<file path="src/rtl/instr_fetch_queue_pkg.sv">
// Shared fetch-stage types and encodings used by fetch, the fetch queue and decode.
package instr_fetch_queue_pkg;

  localparam int FETCH_DATA_W = 32;
  localparam int FETCH_ADDR_W = 32;

  // Canonical NOP loaded into empty slots so a stale head never decodes as garbage.
  localparam logic [FETCH_DATA_W-1:0] NOP_INSTR = 32'h0000_0000;

  typedef struct packed {
    logic [FETCH_ADDR_W-1:0] pc;
    logic [FETCH_DATA_W-1:0] instr;
  } fetch_entry_t;

endpackage

</file>
<file path="src/rtl/fetch_queue_ctrl.sv">
// Pointer, occupancy and handshake control for the fetch queue; storage lives in the parent.
module fetch_queue_ctrl #(
  parameter int DEPTH = 4
) (
  input  logic                         clk,
  input  logic                         rst,
  input  logic                         flush,
  input  logic                         in_valid,
  input  logic                         out_ready,
  output logic                         in_ready,
  output logic                         out_valid,
  output logic                         push,
  output logic                         pop,
  output logic [$clog2(DEPTH)-1:0]     wr_ptr,
  output logic [$clog2(DEPTH+1)-1:0]   count,
  output logic [$clog2(DEPTH)-1:0]     rd_ptr
);

  localparam int PTR_W = $clog2(DEPTH);
  localparam int CNT_W = $clog2(DEPTH+1);

  logic full;
  logic empty;

  assign full      = (count == CNT_W'(DEPTH));
  assign empty     = (count == '0);
  assign in_ready  = !full;
  assign out_valid = !empty;

  // Flush cancels any handshake in the same cycle, including the storage write.
  assign push = in_valid & in_ready & !flush;
  assign pop  = out_valid & out_ready & !flush;

  always_ff @(posedge clk or posedge rst) begin
    if (rst) begin
      wr_ptr <= '0;
      rd_ptr <= '0;
      count  <= '0;
    end else if (flush) begin
      wr_ptr <= '0;
      rd_ptr <= '0;
      count  <= '0;
    end else begin
      if (push) wr_ptr <= wr_ptr + PTR_W'(1);
      if (pop)  rd_ptr <= rd_ptr + PTR_W'(1);
      case ({push, pop})
        2'b10:   count <= count + CNT_W'(1);
        2'b01:   count <= count - CNT_W'(1);
        default: count <= count;
      endcase
    end
  end

endmodule

</file>
<file path="src/rtl/instr_fetch_queue.sv">
// Circular queue of fetched {pc, instr} pairs between instruction memory and decode.
module instr_fetch_queue
  import instr_fetch_queue_pkg::*;
#(
  parameter int                DATA_W      = FETCH_DATA_W,
  parameter int                ADDR_W      = FETCH_ADDR_W,
  parameter int                DEPTH       = 4,
  parameter logic [DATA_W-1:0] RESET_INSTR = DATA_W'(NOP_INSTR),
  parameter logic [ADDR_W-1:0] RESET_PC    = '0
) (
  input  logic                       clk,
  input  logic                       rst,
  input  logic                       flush,
  input  logic                       in_valid,
  output logic                       in_ready,
  input  logic [DATA_W-1:0]          in_instr,
  input  logic [ADDR_W-1:0]          in_pc,
  output logic                       out_valid,
  input  logic                       out_ready,
  output logic [DATA_W-1:0]          out_instr,
  output logic [ADDR_W-1:0]          out_pc,
  output logic [$clog2(DEPTH+1)-1:0] count
);

  localparam int PTR_W = $clog2(DEPTH);

  typedef struct packed {
    logic [ADDR_W-1:0] pc;
    logic [DATA_W-1:0] instr;
  } entry_t;

  entry_t             slots [DEPTH];
  logic               push;
  logic               pop;
  logic [PTR_W-1:0]   wr_ptr;
  logic [PTR_W-1:0]   rd_ptr;

  fetch_queue_ctrl #(
    .DEPTH(DEPTH)
  ) u_ctrl (
    .clk       (clk),
    .rst       (rst),
    .flush     (flush),
    .in_valid  (in_valid),
    .out_ready (out_ready),
    .in_ready  (in_ready),
    .out_valid (out_valid),
    .push      (push),
    .pop       (pop),
    .wr_ptr    (wr_ptr),
    .count     (count),
    .rd_ptr    (rd_ptr)
  );

  // Flush leaves storage intact; only reset restores the NOP image.
  always_ff @(posedge clk or posedge rst) begin
    if (rst) begin
      for (int i = 0; i < DEPTH; i++) begin
        slots[i] <= '{pc: RESET_PC, instr: RESET_INSTR};
      end
    end else if (push) begin
      slots[wr_ptr] <= '{pc: in_pc, instr: in_instr};
    end
  end

  assign out_instr = slots[rd_ptr].instr;
  assign out_pc    = slots[rd_ptr].pc;

endmodule

</file>
<file path="config.mk">
export PLATFORM = sky130hd
export DESIGN_NAME = instr_fetch_queue
export DESIGN_NICKNAME = d
export VERILOG_FILES = /design/src/rtl/instr_fetch_queue_pkg.sv /design/src/rtl/fetch_queue_ctrl.sv /design/src/rtl/instr_fetch_queue.sv
export SDC_FILE = /design/constraint.sdc
export NUM_CORES = 1
export LEC_CHECK = 0
export ABC_CLOCK_PERIOD_IN_PS = 8700
export BUFFER_PORTS_ARGS = -buffer_cell sky130_fd_sc_hd__buf_2
export CORE_ASPECT_RATIO = 1.1
export CORE_MARGIN = 5
export CORE_UTILIZATION = 51
export DETAILED_ROUTE_END_ITERATION = 8
export PLACE_DENSITY = 0.71
export SKIP_CTS_REPAIR_TIMING = 1
export SLEW_MARGIN = 20
export SYNTH_ARGS = -nofsm -noshare
export SYNTH_HDL_FRONTEND = slang
export SYNTH_SLANG_ARGS = --single-unit
</file>
<file path="constraint.sdc">
create_clock -name clk -period 8.7 [get_ports clk]
set_clock_uncertainty 0.2 [all_clocks]
set_input_delay 0.435 -clock clk [delete_from_list [all_inputs] [get_ports clk]]
set_output_delay 0.435 -clock clk [all_outputs]
set_load 0.005 [all_outputs]
</file>
* After elaboration in Yosys (flattened, before gate mapping)
Cells that the tools add are included.
Cells by class: bitwise gates (word level) 6, $lt $le $gt $ge 3, multiplexer cells 12, multiply operators 0, div/mod/pow operators 0, shift-type cells 0, $add $sub $neg 4, eq/ne operators 3, reductions and logical operators 8
Operators with widths (count):
- bitwise mux 256 bit | 1
- two-way mux 64 bit | 3
- binary-select mux 64 bit (select 2 bit) | 1
- demux 64 bit (select 2 bit) | 1
- two-way mux 2 bit | 4
- >= comparator 3 bit, second input constant | 2
- inverter 2 -> 3 bit | 2
- one-hot mux 3 bit (2 select lines) | 1
- adder 2 x 1 -> 2 bit, second input constant | 2
- AND 1 bit | 4
- nonzero test 2 bit | 2
- adder 3 x 1 -> 3 bit, second input constant | 1
- == test 3 bit, second input constant | 1
- zero test 1 bit | 3
- zero test 3 bit | 1
- less-than comparator 3 x 1 -> 1 bit, second input constant | 1
- two-way mux 3 bit | 1
- nonzero test 3 bit | 1
- subtractor 3 x 1 -> 3 bit, second input constant | 1
- == test 2 x 1 -> 1 bit, second input constant | 1
- == test 2 bit, second input constant | 1
- logical AND 1 bit | 1
Word-level totals: bits in latches 0, word-level logic and storage cells 47, flip-flop bits (word level) 263, RAM bits 0, memory bits (read-only) 0, memories kept 0

* Depth between registers and ports, before layout
depth after elaboration 7, mapped depth 8, depth with buffers taken out 8

* Cells and area by module
From an unflattened synthesis, not the netlist that was laid out.
Second synthesis, totals: cells, all modules 677, area, all modules 12057.8 um2
By module, submodules not included:
- instr_fetch_queue | area each 11582.4 um2, times used 1, sequential area each 6406.1 um2, cells each 622
- fetch_queue_ctrl | area each 475.5 um2, times used 1, sequential area each 175.2 um2, cells each 55

* Worst setup path before layout
Ideal clock, no wire load.
path kind reg2reg, start reg u_ctrl.count[1], end reg u_ctrl.count[2], data arrival time 2.098 ns, slack 6.314 ns, data required time 8.412 ns, buffers on the path 1, cell stages (with the launch flop) 8, path through dfrtp_1 > clkbuf_1 > nor2_1 > o21ai_0 > and3b_1 > fa_1 > or4_1 > a41oi_1
Between the ends: word-level cells in the longest chain between the ends 7, elaborated cells between the ends (all ways) 15, those cells by class add/sub (2); eq/ne (3); mux (2); bitwise (4); reduce/logical (4)
Ends and longest elaborated chain:
- from (decl) | line fetch_queue_ctrl.sv:15 | output logic [$clog2(DEPTH+1)-1:0] count,
- from (signal assigned) | line fetch_queue_ctrl.sv:47 | 2'b10: count <= count + CNT_W'(1);
- from (signal assigned) | line fetch_queue_ctrl.sv:48 | 2'b01: count <= count - CNT_W'(1);
- from (signal assigned) | line fetch_queue_ctrl.sv:49 | default: count <= count;
- == test 3 bit / zero test 3 bit (equally long branches) | line fetch_queue_ctrl.sv:25, fetch_queue_ctrl.sv:26
- zero test 1 bit, on equally long branches | line fetch_queue_ctrl.sv:27, fetch_queue_ctrl.sv:28
- AND 1 bit, on equally long branches (2 in a row) | line fetch_queue_ctrl.sv:31, fetch_queue_ctrl.sv:32
- == test 2 x 1 -> 1 bit / == test 2 bit (equally long branches) | line fetch_queue_ctrl.sv:46 | case ({push, pop})
- one-hot mux 3 bit (2 select lines) | line fetch_queue_ctrl.sv:46
- two-way mux 3 bit | line fetch_queue_ctrl.sv:39 | end else if (flush) begin
Several ways; a longest one is shown, not always the timed one. A chain may end at the register's enable or synchronous reset.

* Worst setup path after layout
start reg u_ctrl.rd_ptr[0], end out out_pc[31]
Between the ends: word-level cells in the longest chain between the ends 4
Ends and longest elaborated chain:
- from (decl) | line fetch_queue_ctrl.sv:16 | output logic [$clog2(DEPTH)-1:0] rd_ptr
- from (signal assigned) | line fetch_queue_ctrl.sv:45 | if (pop) rd_ptr <= rd_ptr + PTR_W'(1);
- inverter 2 -> 3 bit (not written as such) | line instr_fetch_queue.sv:67 | assign out_pc = slots[rd_ptr].pc;
- binary-select mux 64 bit (select 2 bit) | line instr_fetch_queue.sv:67
- two-way mux 64 bit (not written as such) (2 in a row) | line instr_fetch_queue.sv:67
- to (decl) | line instr_fetch_queue.sv:21 | output logic [ADDR_W-1:0] out_pc,
No other way between the ends. The select of a mux whose other input is x is not followed.

==> results.toml <==
[logic_synthesis]
synth_warnings = 0
synth_edf_count = 0
yosysTopAreaCell = "dfrtp_1"
synth_xor_area_share_pct = 0.223
synthMuxAreaShare_pct = 38.5
synth_fp_nets = 762
synth_fa_ha_area_share_pct = 0.593
synth_top_family_by_area = "multiplexers"
syn_inst = 688
synthTopCellsByArea = "dfrtp_1, mux2_2, mux4_2"
syn_area_um2 = 11800
synth_area_per_cell_um2 = 17.2
seq_area_frac_synth_pct = 55.7
synthSimpleGateAreaFrac_pct = 1.55
async_flop_share_pct = 100
synth-seq-cells = 263
synth-compound-area-share_pct = 1.03
synth_top_flop_cell = "dfrtp_1"
yosysUniqueCellTypes = 37
synth_top_cell_area_share_pct = 55.7

[status]
status = "finished with violations"
violations = "hold timing"

[die]
start_util_pct = 51.7
pin_count = 138
dieHeight_um = 170
die_x_um = 155
fp.dieArea_um2 = 26300
row_count = 58
placeableCoreArea_um2 = 22900

[clocking]
cts_tree = "built"
cts.sinks = 263
clk_transition_reported_paths_ps = 60
cts_buffer_depth = 3
clk_latency_ps = 520
cts_root_buf = "clkbuf_16"
cts_buffers = 28
htreeDepth = 1

[setup_path]
r2r_start = "u_ctrl.count[0]"
crit_required_ps = 8070
setup.worst_path.start_class = "register"
crit_type = "reg -> out"
cp.arrival_ps = 2860
cp-end-kind = "primary output"
critical_path_peak_fanout = 43
crit_path_start = "u_ctrl.rd_ptr[0]"

[grt]
busiest_layer = "met2"
grt_pass1_wl_um = 40400
antenna_found_initial = 0
gr-total-overflow = 0
grt_pass1_vias = 7526
use_met1_pct = 25.1
grt_max_degree = 98
grtUsageMet2_pct = 33.4
grt_usage_pct = 19.0
grtUsageMet3_pct = 3.39

[sta]
max_slew_margin_pct = 26.3
rsz0062_at_grt = "no"
fin_ws_ps = 5200
fmax_mhz = 286
whs_ps = -0.0325
finalMaxSlewViolations = 0
final.setup.tns_ps = 0
finalCriticalPeriod_ps = 3500
tightest_slew_ps = 1110
setup_viol_count_final = 0
fin_crit_sh_pct = 40.2
hold_viol = 1

[drt]
vias = 6696
drc = 0
drt_iter0_markers = 365
routedWlPerCell_um = 21.1
ant_nets = 0
routed_wl_um = 25100
viasPerCell = 5.63
drt_pass1_iterations = 4

[hold_path]
hold_start = "in_instr[28]"
hp-class = "in -> reg"

[final_layout]
multi_input_area_um2 = 4980
seq_area_um2 = 6590
drive_gt1_share_pct = 57.8
fin_nets = 944
synthToLayoutAreaGrowth_pct = 20.1
antenna_cells = 0
nFillCells = 1624

[job]
max_cap_viol_count = 0

[power_and_ir_drop]
power_density_nw_per_um2 = 272
p_leak_nw = 6.51
ir_drop_uv = 153

[place]
hpwl_um = 15100
pre_cts_ws_ps = 5500
gp_congestion = 0.762
port_buffers = 137
[critical path, stage by stage (launching register included)]
cell	delay, ps
dfrtp_4	740
buf_4	780
mux4_2	650
buf_2	150
[kinds of logic after synthesis]
kind of cell | count (synthesis)
adders and majority gates | 5
DFF | 263
AOI/OAI and AO/OA | 19
xor gates and xnor gates | 3
muxes | 320
buffers and inverters | 51
and+or+nand+nor | 27
[cell usage after synthesis, types with 3 or more instances]
cell type and number:
a21oi_1 5, buf_2 27, buf_6 7, clkbuf_1 9, dfrtp_1 263, ha_1 4
inv_1 5, mux2_2 194, mux2_4 60, mux4_2 64, nand2b_1 5, nand3_1 4
nand3_2 3, nand3b_1 3, nor2_1 4, o21ai_0 5, xor2_1 3
[power by group]
part | internal, mW | leakage (nW) | total (mW) | switching (mW)
logic | 0.596 | 2.75 | 0.905 | 0.308
registers | 1.57 | 3.31 | 1.77 | 0.201
clock network | 0.719 | 0.452 | 1.18 | 0.458
[cell usage in the layout (no fill, tap or decap), types with 2 or more instances in the layout]
cell,instances
clkbuf_1,10
a21oi_1,5
nand3_1,4
nand2b_1,5
nor2_1,4
nand3_4,3
xor2_1,3
mux2_1,2
bufinv_16,2
clkbuf_8,6
o21ai_0,5
inv_1,4
clkinv_2,3
mux4_2,64
ha_1,4
dlygate4sd3_1,52
mux2_2,194
dfrtp_4,2
buf_4,6
buf_2,137
mux2_4,60
clkbuf_16,29
nand3b_1,3
dfrtp_1,261
a2111oi_0,2
[worst paths after layout]
kind | end | slack, ps | cells after the start
hold reg to reg | slots[126] | 290 | 1
hold / removal | slots[220] | -0.03 | 2
max in group asynchronous | slots[127] | 6660 | 4
min in group asynchronous | slots[69] | 390 | 3
setup reg to reg | slots[252] | 5560 | 5
setup / recovery | out_pc[31] | 5200 | 3
[routing by layer]
layer / up-vias / part of all wire (%)
met1: 3571 / 43
li1: 2939 / -
met5: - / 0
met4: 0 / 1.7
met3: 39 / 4.1
met2: 147 / 52
[final cells by class]
type / count / area share [%]
flip-flops and latches: 263 / 46.5
multi-input cells: 374 / 35.1
repair buffers: 197 / 9.10
clock buffers: 45 / 5.96
well taps: 300 / 2.65
clock inverters: 5 / 0.529
inverters: 6 / 0.212
[stage by stage]
stage / cells / power, mW / area, um^2 / hold slack [ps] / util (%)
floorplan: 688 / 2.38 / 11800 / 259 / -
global placement: 1087 / 2.61 / 12700 / 269 / 55.6
detailed placement: 1087 / 2.69 / 12700 / 281 / 55.6
CTS: 1137 / 3.88 / 13600 / -157 / 59.6
global route: 1190 / 4.05 / 14200 / 0.219 / 62.0
finish: 1190 / 3.86 / 14200 / -0.0325 / 62.0
[flip-flops by register name (all words and copies together), names as in the netlist]
register / count
slots: 256
u_ctrl.count: 3
u_ctrl.rd_ptr: 2
u_ctrl.wr_ptr: 2
Note: power is estimated with default switching activity, not from simulation.
